===== config.mk =====
export PLATFORM = sky130hd
export DESIGN_NAME = rgb_matrix_driver
export DESIGN_NICKNAME = d
export VERILOG_FILES = /design/src/rtl/rgb_matrix_driver.sv
export SDC_FILE = /design/constraint.sdc
export NUM_CORES = 1
export LEC_CHECK = 0
export CORE_ASPECT_RATIO = 2
export CORE_MARGIN = 2
export CORE_UTILIZATION = 40
export DETAILED_ROUTE_END_ITERATION = 10
export DONT_BUFFER_PORTS = 1
export RECOVER_POWER = 25
export SYNTH_ARGS = -nofsm -noshare
export SYNTH_HDL_FRONTEND = slang
export SYNTH_SLANG_ARGS = --single-unit

===== constraint.sdc =====
create_clock -name clk -period 4.3 [get_ports clk]
set_clock_uncertainty 0.05 [all_clocks]
set_input_delay 0.86 -clock clk [delete_from_list [all_inputs] [get_ports clk]]
set_output_delay 0.86 -clock clk [all_outputs]
set_load 0.01 [all_outputs]

===== src/rtl/rgb_matrix_driver.sv =====
// rgb_matrix_driver: scans one 8x8 common-anode RGB LED matrix from a
// 64-entry, 12-bit frame buffer using 15-slot, 4-bit-per-channel PWM.
//
// Ports:
//   clk          system clock
//   rst          synchronous, active-high reset (frame buffer is kept)
//   wr_en        pixel write strobe, one pixel per cycle
//   wr_addr      pixel address {row[2:0], col[2:0]}
//   wr_data      pixel value {red[3:0], green[3:0], blue[3:0]}
//   c            row anodes, active low, bit n = row n
//   r, g, b      column cathodes, active low, bit n = column n
//   frame_start  one-cycle pulse in blanking cycle 0 of row 0
module rgb_matrix_driver #(
    parameter int unsigned SLOT_CYCLES  = 200,
    parameter int unsigned BLANK_CYCLES = 64
) (
    input  logic        clk,
    input  logic        rst,
    input  logic        wr_en,
    input  logic [5:0]  wr_addr,
    input  logic [11:0] wr_data,
    output logic [7:0]  c,
    output logic [7:0]  r,
    output logic [7:0]  g,
    output logic [7:0]  b,
    output logic        frame_start
);

    localparam int unsigned BW = $clog2(BLANK_CYCLES);
    localparam int unsigned SW = (SLOT_CYCLES > 1) ? $clog2(SLOT_CYCLES) : 1;
    localparam logic [BW-1:0] BLANK_LAST = BW'(BLANK_CYCLES - 1);
    localparam logic [SW-1:0] SCNT_LAST  = SW'(SLOT_CYCLES - 1);
    localparam logic [3:0]    SLOT_LAST  = 4'd14;

    localparam logic [0:0] ST_BLANK = 1'b0;
    localparam logic [0:0] ST_ON    = 1'b1;

    typedef struct packed {
        logic [3:0] red;
        logic [3:0] green;
        logic [3:0] blue;
    } pixel_t;

    // Control state; it leads the registered outputs by one cycle, so the
    // first cycle after reset release shows blanking cycle 0 of row 0.
    logic [0:0]    state, state_nxt;
    logic [BW-1:0] bcnt, bcnt_nxt;
    logic [SW-1:0] scnt, scnt_nxt;
    logic [3:0]    slot, slot_nxt;
    logic [2:0]    row, row_nxt;

    logic [7:0] c_nxt, r_nxt, g_nxt, b_nxt;
    logic       fs_nxt;

    logic [11:0] mem [64];
    pixel_t      shadow [8];
    logic [11:0] rd_data;
    logic        rd_en;
    logic [2:0]  rd_col;
    logic        ld_vld;
    logic [2:0]  ld_col;

    // Row fetch: column k is read at the end of blanking cycle k.
    assign rd_en  = (state == ST_BLANK) && (bcnt >= BW'(1)) && (bcnt <= BW'(8));
    assign rd_col = 3'(bcnt - BW'(1));

    // Next-state logic for the BLANK/ON scan sequence.
    always_comb begin
        state_nxt = state;
        bcnt_nxt  = bcnt;
        scnt_nxt  = scnt;
        slot_nxt  = slot;
        row_nxt   = row;
        case (state)
            ST_BLANK: begin
                if (bcnt == BLANK_LAST) begin
                    state_nxt = ST_ON;
                    bcnt_nxt  = '0;
                    scnt_nxt  = '0;
                    slot_nxt  = '0;
                end else begin
                    bcnt_nxt = bcnt + BW'(1);
                end
            end
            ST_ON: begin
                if (scnt == SCNT_LAST) begin
                    scnt_nxt = '0;
                    if (slot == SLOT_LAST) begin
                        state_nxt = ST_BLANK;
                        bcnt_nxt  = '0;
                        slot_nxt  = '0;
                        row_nxt   = row + 3'd1;
                    end else begin
                        slot_nxt = slot + 4'd1;
                    end
                end else begin
                    scnt_nxt = scnt + SW'(1);
                end
            end
            default: state_nxt = ST_BLANK;
        endcase
    end

    // Output values for the cycle described by the current control state.
    always_comb begin
        c_nxt  = 8'hFF;
        r_nxt  = 8'hFF;
        g_nxt  = 8'hFF;
        b_nxt  = 8'hFF;
        fs_nxt = 1'b0;
        if (state == ST_BLANK) begin
            fs_nxt = (row == 3'd0) && (bcnt == '0);
        end else begin
            c_nxt = ~(8'h01 << row);
            for (int k = 0; k < 8; k++) begin
                r_nxt[k] = ~(shadow[k].red   > slot);
                g_nxt[k] = ~(shadow[k].green > slot);
                b_nxt[k] = ~(shadow[k].blue  > slot);
            end
        end
    end

    // Control and output registers.
    always_ff @(posedge clk) begin
        if (rst) begin
            state       <= ST_BLANK;
            bcnt        <= '0;
            scnt        <= '0;
            slot        <= '0;
            row         <= '0;
            c           <= 8'hFF;
            r           <= 8'hFF;
            g           <= 8'hFF;
            b           <= 8'hFF;
            frame_start <= 1'b0;
            ld_vld      <= 1'b0;
            ld_col      <= '0;
        end else begin
            state       <= state_nxt;
            bcnt        <= bcnt_nxt;
            scnt        <= scnt_nxt;
            slot        <= slot_nxt;
            row         <= row_nxt;
            c           <= c_nxt;
            r           <= r_nxt;
            g           <= g_nxt;
            b           <= b_nxt;
            frame_start <= fs_nxt;
            ld_vld      <= rd_en;
            ld_col      <= rd_col;
        end
    end

    // Frame buffer: read-first, so a same-cycle write to the read address
    // returns the old value. Writes are accepted even during reset.
    always_ff @(posedge clk) begin
        if (wr_en) begin
            mem[wr_addr] <= wr_data;
        end
        if (rd_en) begin
            rd_data <= mem[{row, rd_col}];
        end
    end

    // Row shadow load; PWM only ever looks at the shadow.
    always_ff @(posedge clk) begin
        if (ld_vld) begin
            shadow[ld_col] <= pixel_t'(rd_data);
        end
    end

endmodule


### Word level (Yosys, flattened, before mapping)

Memories as Yosys holds them, arrays and structs flattened. A register that Yosys moved wholly into a read port is not among the register bits.
Cells that the tools add are included.

| operators by class | value |
|---|---|
| add/subtract/negate cells | 5 |
| magnitude comparators | 26 |
| equal/unequal tests | 6 |
| shift operators | 1 |
| muxes and demuxes | 19 |
| bitwise gates (word level) | 26 |
| reduce and logical (&&, ||, !) cells | 10 |

Operator list:

| operator | number |
|---|---|
| > comparator 4 bit | 24 |
| inverter 1 bit | 25 |
| two-way mux 6 bit | 3 |
| two-way mux 8 bit | 2 |
| one-hot mux 8 bit (2 select lines) | 1 |
| two-way mux 4 bit | 3 |
| one-hot mux 6 bit (2 select lines) | 1 |
| adder 8 x 1 -> 8 bit, second input constant | 1 |
| == test 8 bit, second input constant | 1 |
| inverter 8 bit | 1 |
| one-hot mux 4 bit (2 select lines) | 1 |
| left shift 1 x 3 -> 8 bit, first input constant | 1 |
| two-way mux 1 bit | 7 |
| adder 6 x 1 -> 6 bit, second input constant | 1 |
| == test 6 bit, second input constant | 1 |
| greater-or-equal comparator 6 x 1 -> 1 bit, second input constant | 1 |
| less-or-equal comparator 6 x 4 -> 1 bit, second input constant | 1 |
| logical NOT 6 bit | 1 |
| != test 2 x 1 -> 1 bit, second input constant | 3 |
| adder 4 x 1 -> 4 bit, second input constant | 1 |
| == test 4 bit, second input constant | 1 |
| AND reduction 2 bit | 2 |
| OR reduction 2 bit | 2 |
| adder 3 x 1 -> 3 bit, second input constant | 1 |
| other kinds (5) | 7 |

| storage, ports and cells | value |
|---|---|
| register bits | 59 |
| bits in writable memories | 864 |
| bits of input ports | 21 |
| word-level logic and storage cells | 107 |
| memories | 2 |

Memory list:

| name | words | width | read ports | clocked after memory_dff | write ports | line | source |
|---|---|---|---|---|---|---|---|
| mem | 64 | 12 | 1 | 1 | 1 | 55 | `logic [11:0] mem [64];` |
| shadow | 8 | 12 | 8 | 0 | 1 | 56 | `pixel_t shadow [8];` |

### Depth between registers and ports, before layout

Gate-level depths: netlist (run 1).

| logic depth | value |
|---|---|
| word-level depth | 4 |
| mapped depth | 16 |

### Worst setup path before layout (run 1)

Ideal clock, no wire load.

| timing | value |
|---|---|
| kind | register to register |
| from | register bcnt[0] |
| to | register rd_data[9], read port of mem (data pin) |
| library setup time | 0.257 ns |
| data arrival time | 3.278 ns |
| data required time | 3.993 ns |
| path slack | 0.715 ns |
| stages on the path, launching flop included | 15 |
| buffers on the path | 7 |
| clock period less this slack | 3.585 ns |
| cells stage by stage | dfxtp_1 > buf_6 > buf_12 > buf_6 > buf_6 > clkinv_1 > buf_2 > ha_1 > buf_2 > clkbuf_1 > mux2_2 > o221ai_1 > a21oi_1 > or3_1 > a32o_1 |

RTL lines:

| what | line | source |
|---|---|---|
| start: declaration | 47 | `logic [BW-1:0] bcnt, bcnt_nxt;` |
| start signal: assignment | 140 | `bcnt <= bcnt_nxt;` |
| subtractor 3 x 1 -> 3 bit | 65 | `assign rd_col = 3'(bcnt - BW'(1));` |
| via rd_col[0] | 59 | `logic [2:0] rd_col;` |
| end: declaration | 57 | `logic [11:0] rd_data;` |

The timed path passes the listed nets, and every way through them passes these cells.
A chain may end at the register's enable or synchronous reset.

### Final worst setup path (run 1)

| timing | value |
|---|---|
| from | register bcnt[0] |
| to | register rd_data[11], read port of mem (data pin) |

| on the way | value |
|---|---|
| cells in the longest elaborated chain, start to end | 3 |

Ends and longest elaborated chain:

| what | line | source |
|---|---|---|
| greater-or-equal comparator 6 x 1 -> 1 bit | 64 | `assign rd_en = (state == ST_BLANK) && (bcnt >= BW'(1)) && (bcnt <= BW'(8));` |
| logical AND 1 bit (2 in series) | 64 |  |

Parallel ways exist; a longest one is shown, timed or not.

==> results of run 1 <==
-- power breakdown --
part | internal (mW) | total (mW) | leakage [nW] | switching (mW)
Clock | 3.84 | 7.10 | 1.21 | 3.26
Combinational | 0.615 | 1.44 | 3.99 | 0.822
Sequential | 10.1 | 10.3 | 8.38 | 0.139
-- state kept, by name (all words and copies together), names as in the netlist, 3 cells and up --
register	count
r	8
g	8
shadow	96
rd_data	12
bcnt	6
row	3
ld_col	3
b	8
c	8
scnt	8
mem	768
slot	4
-- layer usage --
layer  vias up  GRT usage (%)  routed length, µm
li1       8301              -                  -
met1     10020          19.85              30940
met2       589          37.17              52170
met3       168          3.299               4502
met4         0          9.753               4602
met5         -              0                  0
-- logic make-up (layout without fill, tap and decap cells) --
kind of cell	after synthesis	count (layout)	share of synthesized area, %
flops	935	935	73.27
simple gates	383	383	4.773
mux	247	247	12.41
compound gates	206	206	3.866
buf+inv	139	289	1.918
fa+ha+maj	109	109	3.636
xor+xnor	3	3	0.1201
other cells	0	1	0
-- placed cells by master, fill, tap and decap left out, types with 7 or more instances in the layout --
master     synthesis  routed
o21ai_1            9       9
or3_1             12      12
o221ai_1          14      14
clkinv_1           1      20
nand2_1          113     113
mux4_1            13      13
a32oi_1            9       9
o2111ai_1          9       9
dfxtp_1           59      58
clkbuf_1          35      12
nand4_1           26      26
nand3_1           55      55
nor2_1           108     108
a32o_1             9       9
mux2_2            27      27
o21ai_0            9       9
a21oi_1           51      51
mux2i_1           52      52
nand2b_1           7       7
clkbuf_16          0      83
o211ai_1          28      28
mux4_2           155     155
and3_1            10      10
nor2b_1           29      28
edfxtp_1         876     876
o21a_1            38      38
inv_1             42      42
buf_4             12      99
clkinv_2           0      12
ha_1             109     108
-- per-stage QoR --
stage	utilization, %	power [mW]	cells	hold slack, ns	setup WS, ns
CTS	45.04	18.96	3372	0.1561	0.4041
finish	45.05	18.80	3373	0.2014	0.3421
global placement	42.35	11.90	3229	0.3981	0.4851
detailed placement	42.35	11.93	3229	0.4339	0.4107
global route	45.04	19.32	3372	0.1859	0.2705
floorplan	-	11.41	2022	0.3923	0.7151
-- layout make-up --
| class | instances | area share, % |
|---|---|---|
| sequential | 935 | 65.68 |
| multi-input combinational | 948 | 22.39 |
| clock buffer | 95 | 5.070 |
| tap | 1200 | 3.587 |
| timing repair buffer | 103 | 1.967 |
| clock inverter | 48 | 0.9118 |
| inverter | 43 | 0.3856 |
| antenna | 1 | 0.005979 |
-- Yosys cell counts (4+ instances only) --
master,instances,area [µm²]
nor2_1,108,405.4
a32oi_1,9,78.83
nand4_1,26,162.7
dfxtp_1,59,1181
nor3_1,5,25.02
buf_4,12,90.09
and3_1,10,62.56
mux2_2,27,304.0
buf_2,31,155.2
clkbuf_1,35,131.4
mux4_1,13,341.6
o22ai_1,5,31.28
o211ai_1,28,210.2
a31oi_1,4,25.02
o21a_1,38,285.3
ha_1,109,1364
a32o_1,9,90.09
o221ai_1,14,122.6
nand2b_1,7,43.79
o21ai_0,9,45.04
nor2b_1,29,181.4
edfxtp_1,876,26310
mux4_2,155,3491
mux2i_1,52,520.5
a21oi_1,51,255.2
nand2_1,113,424.2
nor3b_1,4,30.03
inv_1,42,157.7
nand3_1,55,275.3
buf_1,5,18.77
or3_1,12,75.07
o2111ai_1,9,78.83
o21ai_1,9,45.04
buf_6,10,112.6
a41o_1,6,60.06
-- how the worst min path moves through the flow --
stage                 start       to  cells after the start
finish                  rst  bcnt[0]                      1
detailed placement  scnt[7]  scnt[7]                      1
global route            rst  bcnt[0]                      1
floorplan           scnt[7]  scnt[7]                      1
global placement    scnt[7]  scnt[7]                      1
CTS                     rst  bcnt[0]                      1
==> metrics, run 1 <==
status=complete, no violations; critical path endpoint=rd_data[11]; Synthesized Nets=between 2000 and 2500; Worst Path Required=roughly 4.8 ns; largest net degree at the start of global routing=about 130; Gate Count Post-Synth=2022; die width=between 200 and 250 µm; drt total wl=between 90000 and 100000 µm; Leak Pwr=around 14 nW; FF+latch count, synth=between 900 and 1000; grt total ovfl=0; crit path kind=flip-flop to flip-flop; Main synth FF type=edfxtp_1; ANT nets after route=0; sequential share of the synthesized area=between 70% and 80%; Tmin final=around 4 ns; setup violators final=0; max-slew violations=0; R2R Setup Slk=between 0.3 and 0.4 ns; Crit. End Element=flip-flop; stages on the worst setup path=8; FF-to-FF End=rd_data[11]; Max Buffers Root-to-Sink=3; Post CTS Setup Buffer Count=0; total number of vias=roughly 19000; CP bufs+invs=3; Worst-path clk slew=around 0.070 ns; cells along the critical path=clkinv_1 > ha_1 > xnor2_2 > buf_4 > buf_4 > nand2_1 > a31oi_1 > a41o_1; R2R Path Start=bcnt[0]; post-cts sizing count=0; slowest CP cell=a31oi_1; vias per cell=5.657; DRC Markers=0; Rows=around 160; drt pass-1 iters=5; Sinks on Clock Net=around 940; crit-path max cell delay=0.95 ns; Worst EP arrival=around 4.4 ns; Post-synth EDFFs=~880; Final #Nets=around 2200; Hold WC Path Type=input pin to flip-flop; FILL cells=between 7000 and 8000; RSZ-0062 raised after global routing=false; final cycle utilization of the critical path=approximately 92%; Max H-tree Level=3; DIE HEIGHT=roughly 440 µm; Worst-Margin Slew=1.285 ns; DP Area=39350 µm²; worst reg2reg path depth=8; post-detailed-placement half-perimeter wirelength=61160 µm; # IOs=54; CTS tree=done; PortBufs=0; Setup crit start=bcnt[0]; register area=roughly 27000 µm²; maximum VDD drop=between 0.0003 and 0.0004 V; Crit Path Max Fanout=31; area grow syn2layout=11.58%; setup tns final=0 ns; Netlist cell types=56; Die ar.=between 90000 and 100000 µm²; Max-cap violations=0; Avg Cell Area, Syn=between 15 and 20 µm²; number of DRC markers in iteration 0=between 1000 and 1500; Mapped Area=around 38000 µm²; Final Hold Viols=0; overall routing resource usage=about a fifth; Async SR Flop Fraction=0%; core area=approximately 93000 µm²; first-pass GRT wire length=roughly 130000 µm; area taken by multi-input logic gates=around 9400 µm²; Yosys warnings=0; Initial Util=approximately two fifths; crit path launch type=flip-flop; antenna violations before repair=1; Rel. slew slack=roughly 14%; layout cells sized above 1=a little under a fifth; family with the most delay on the worst path=compound AO/OA/AOI/OAI gates; fin area=approximately 42000 µm²; DR WL/cell=about 27 µm; vias in the first global route=between 15000 and 20000; Hold Buf Count CTS=0; power per cell area=about 450 nW/µm²; cts bufs inserted=79; max frequency=~250 MHz; Root Driver=clkbuf_16; crit-path most repeated cell=buf_4; clk_lat worst skew=between 0.6 and 0.7 ns; gpl congestion=0.8281
Power figures use the tool's default switching activity.
==> run 2, diff against run 1 <==
- CORE_ASPECT_RATIO: 2 -> unset
- SLEW_MARGIN: unset -> 20
==> run 2 against run 1 <==
Effect of this change: non-clock buffer count fell by 11; total power up 5.8%; count of clock-buffer cells in the layout rose by 29; sequential cell count stayed put; cell count increased by 2.1%; first-iteration DRC count increased by 71%; critical path depth up 2; utilization increased by 0.54 points; global-route usage decreased by 0.99 points; largest power group unchanged.
==> metrics, run 2 (synthesized netlist as in run 1, its figures left out) <==
Tot Pwr=19.89 mW (was 18.80 mW); grt total ovfl=0 (unchanged); total number of vias=19150 (was 19080); clk_lat worst skew=0.67 ns (about the same); drt total wl=87500 µm (was 92210 µm); area grow syn2layout=13.25% (was 11.58%); Sinks on Clock Net=935 (unchanged); Leak Pwr=13.85 nW (was 13.59 nW); power per cell area=468.3 nW/µm² (was 449.2 nW/µm²); antenna violations before repair=4 (was 1); Max H-tree Level=3 (unchanged); clock group share of total power=41.2% (was 37.8%); Worst-Margin Slew=1.068 ns (was 1.285 ns); Biggest register=mem (unchanged); Crit. End Element=flip-flop (unchanged); maximum VDD drop=0.0003412 V (was 0.0003159 V); P_sw=4.354 mW (was 4.223 mW); Initial Util=40.25% (was 40.37%); crit-path max cell delay=0.45 ns (was 0.95 ns); crit-path most repeated cell=buf_12 (was buf_4); area taken by multi-input logic gates=9366 µm² (was 9373 µm²); max-slew violations=0 (unchanged); cells along the critical path=clkinv_1 > ha_1 > xor2_4 > buf_12 > buf_12 > buf_4 > mux2_2 > o21ai_1 > a21oi_1 > a32o_1 (was clkinv_1 > ha_1 > xnor2_2 > buf_4 > buf_4 > nand2_1 > a31oi_1 > a41o_1); Max-cap violations=0 (unchanged); Switching Fraction=21.88% (was 22.46%); cell-internal power=15.54 mW (was 14.58 mW); sequential power share=51.6% (was 54.6%); PortBufs=0 (unchanged); register area=27490 µm² (unchanged); vias in the first global route=19400 (was 19860); gpl congestion=0.8165 (was 0.8281); core area=93190 µm² (was 92910 µm²); Rows=112 (was 158); overall routing resource usage=18.44% (was 19.43%); Tmin final=3.305 ns (was 3.958 ns); post-detailed-placement half-perimeter wirelength=53320 µm (was 61160 µm); Final #Nets=2245 (was 2240); Die ar.=96250 µm² (was 96390 µm²); slowest CP cell=xor2_4 (was a31oi_1); ANT nets after route=0 (unchanged); DR WL/cell=25.41 µm (was 27.34 µm); Hold Buf Count CTS=0 (unchanged); # IOs=54 (unchanged); largest net degree at the start of global routing=104 (was 126); setup tns final=0 ns (unchanged); DRC Markers=0 (unchanged); antenna diode count=0 (was 1); RSZ-0062 raised after global routing=false (unchanged); number of flip-flops under the largest register name=768 (unchanged); post-cts sizing count=0 (unchanged); Hold WC Path Type=input pin to flip-flop (unchanged); max frequency=302.6 MHz (was 252.7 MHz); layout cells sized above 1=19.41% (was 19.06%); Root Driver=clkbuf_16 (unchanged); drt pass-1 iters=5 (unchanged); number of DRC markers in iteration 0=2247 (was 1317); family with the most delay on the worst path=buffers and inverters (was compound AO/OA/AOI/OAI gates); crit path kind=flip-flop to flip-flop (unchanged); crit path launch type=flip-flop (unchanged); Post CTS Setup Buffer Count=0 (unchanged); Worst Path Required=4.66 ns (was 4.77 ns); Worst EP arrival=3.67 ns (was 4.43 ns); CP bufs+invs=4 (was 3); status=complete, no violations (unchanged); FILL cells=7885 (was 7925); cts bufs inserted=95 (was 79); combinational group share of total power=7.2% (was 7.6%); vias per cell=5.559 (was 5.657); post-layout util=45.59% (was 45.05%); die width=310.2 µm (was 220.5 µm); top flop regs=mem (768), shadow (96), rd_data (12) (unchanged); most frequent cells in the layout=edfxtp_1, mux4_2, nand2_1, ha_1, nor2_1 (was edfxtp_1, mux4_2, nand2_1, nor2_1, ha_1); DIE HEIGHT=310.2 µm (was 437.1 µm); Crit Path Max Fanout=29 (was 31); Max Buffers Root-to-Sink=3 (unchanged); Final Hold Viols=0 (unchanged); Rel. slew slack=28.80% (was 13.92%); commonest non-fill, non-tap cell in the layout=edfxtp_1 (unchanged); CTS tree=done (unchanged); setup violators final=0 (unchanged); final cycle utilization of the critical path=76.86% (was 92.04%); Worst-path clk slew=0.06 ns (was 0.07 ns); first-pass GRT wire length=129000 µm (was 134100 µm)
-- run 2: cell count changes in the layout (fill, tap and decap cells not counted), moves of 6 or more --
cell        before  now
buf_4           99   84
clkbuf_1        12   25
clkbuf_16       83   97
clkinvlp_4       6    0
nor2_1         108  101
nor2_2           0    6
-- run 2: through the flow --
step / hold WS (ns) / setup slack [ns] / cells / area, µm²
final: 0.2275 / 0.9952 / 3444 / 42480
after floorplan: 0.3923 / 0.7151 / 2022 / 37510
after CTS: 0.1896 / 0.9660 / 3444 / 42470
after detailed placement: 0.4153 / 0.9903 / 3272 / 39370
after global routing: 0.1855 / 0.8403 / 3444 / 42480
after global placement: 0.4028 / 1.001 / 3272 / 39360
-- run 2: cell type report --
cell class,instances,area share (%)
flip-flops and latches,935,64.71
multi-input cells,948,22.05
clock buffers,124,5.985
well taps,1254,3.693
repair buffers,92,1.861
clock inverters,48,1.325
inverters,43,0.3799
-- run 2: worst paths after layout --
kind | startpoint | endpoint | slack (ns) | depth (start not counted)
worst max-delay path | bcnt[0] | rd_data[9] | 1.0 | 10
worst min-delay path | rst | scnt[0] | 0.23 | 1
worst max register to register | bcnt[0] | rd_data[9] | 1.0 | 10
worst min register to register | scnt[7] | scnt[7] | 0.43 | 1
-- run 2: power by group through the flow --
stage / sequential, mW / clock [mW] / combinational [mW]
3_5_place_dp: 10.5 / 0 / 1.44
5_1_grt: 10.3 / 8.69 / 1.53
3_3_place_gp: 10.5 / 0 / 1.43
6_report: 10.3 / 8.19 / 1.43
4_1_cts: 10.3 / 8.35 / 1.45
2_1_floorplan: 10.4 / 0 / 1.04
-- run 2: routing by layer --
layer	up-vias	global-route usage (%)	share of wire [%]
met5	-	0	0.053
met4	6	6.246	3.1
met3	153	3.719	7.0
met2	675	29.41	48
met1	9971	25.39	42
li1	8340	-	-
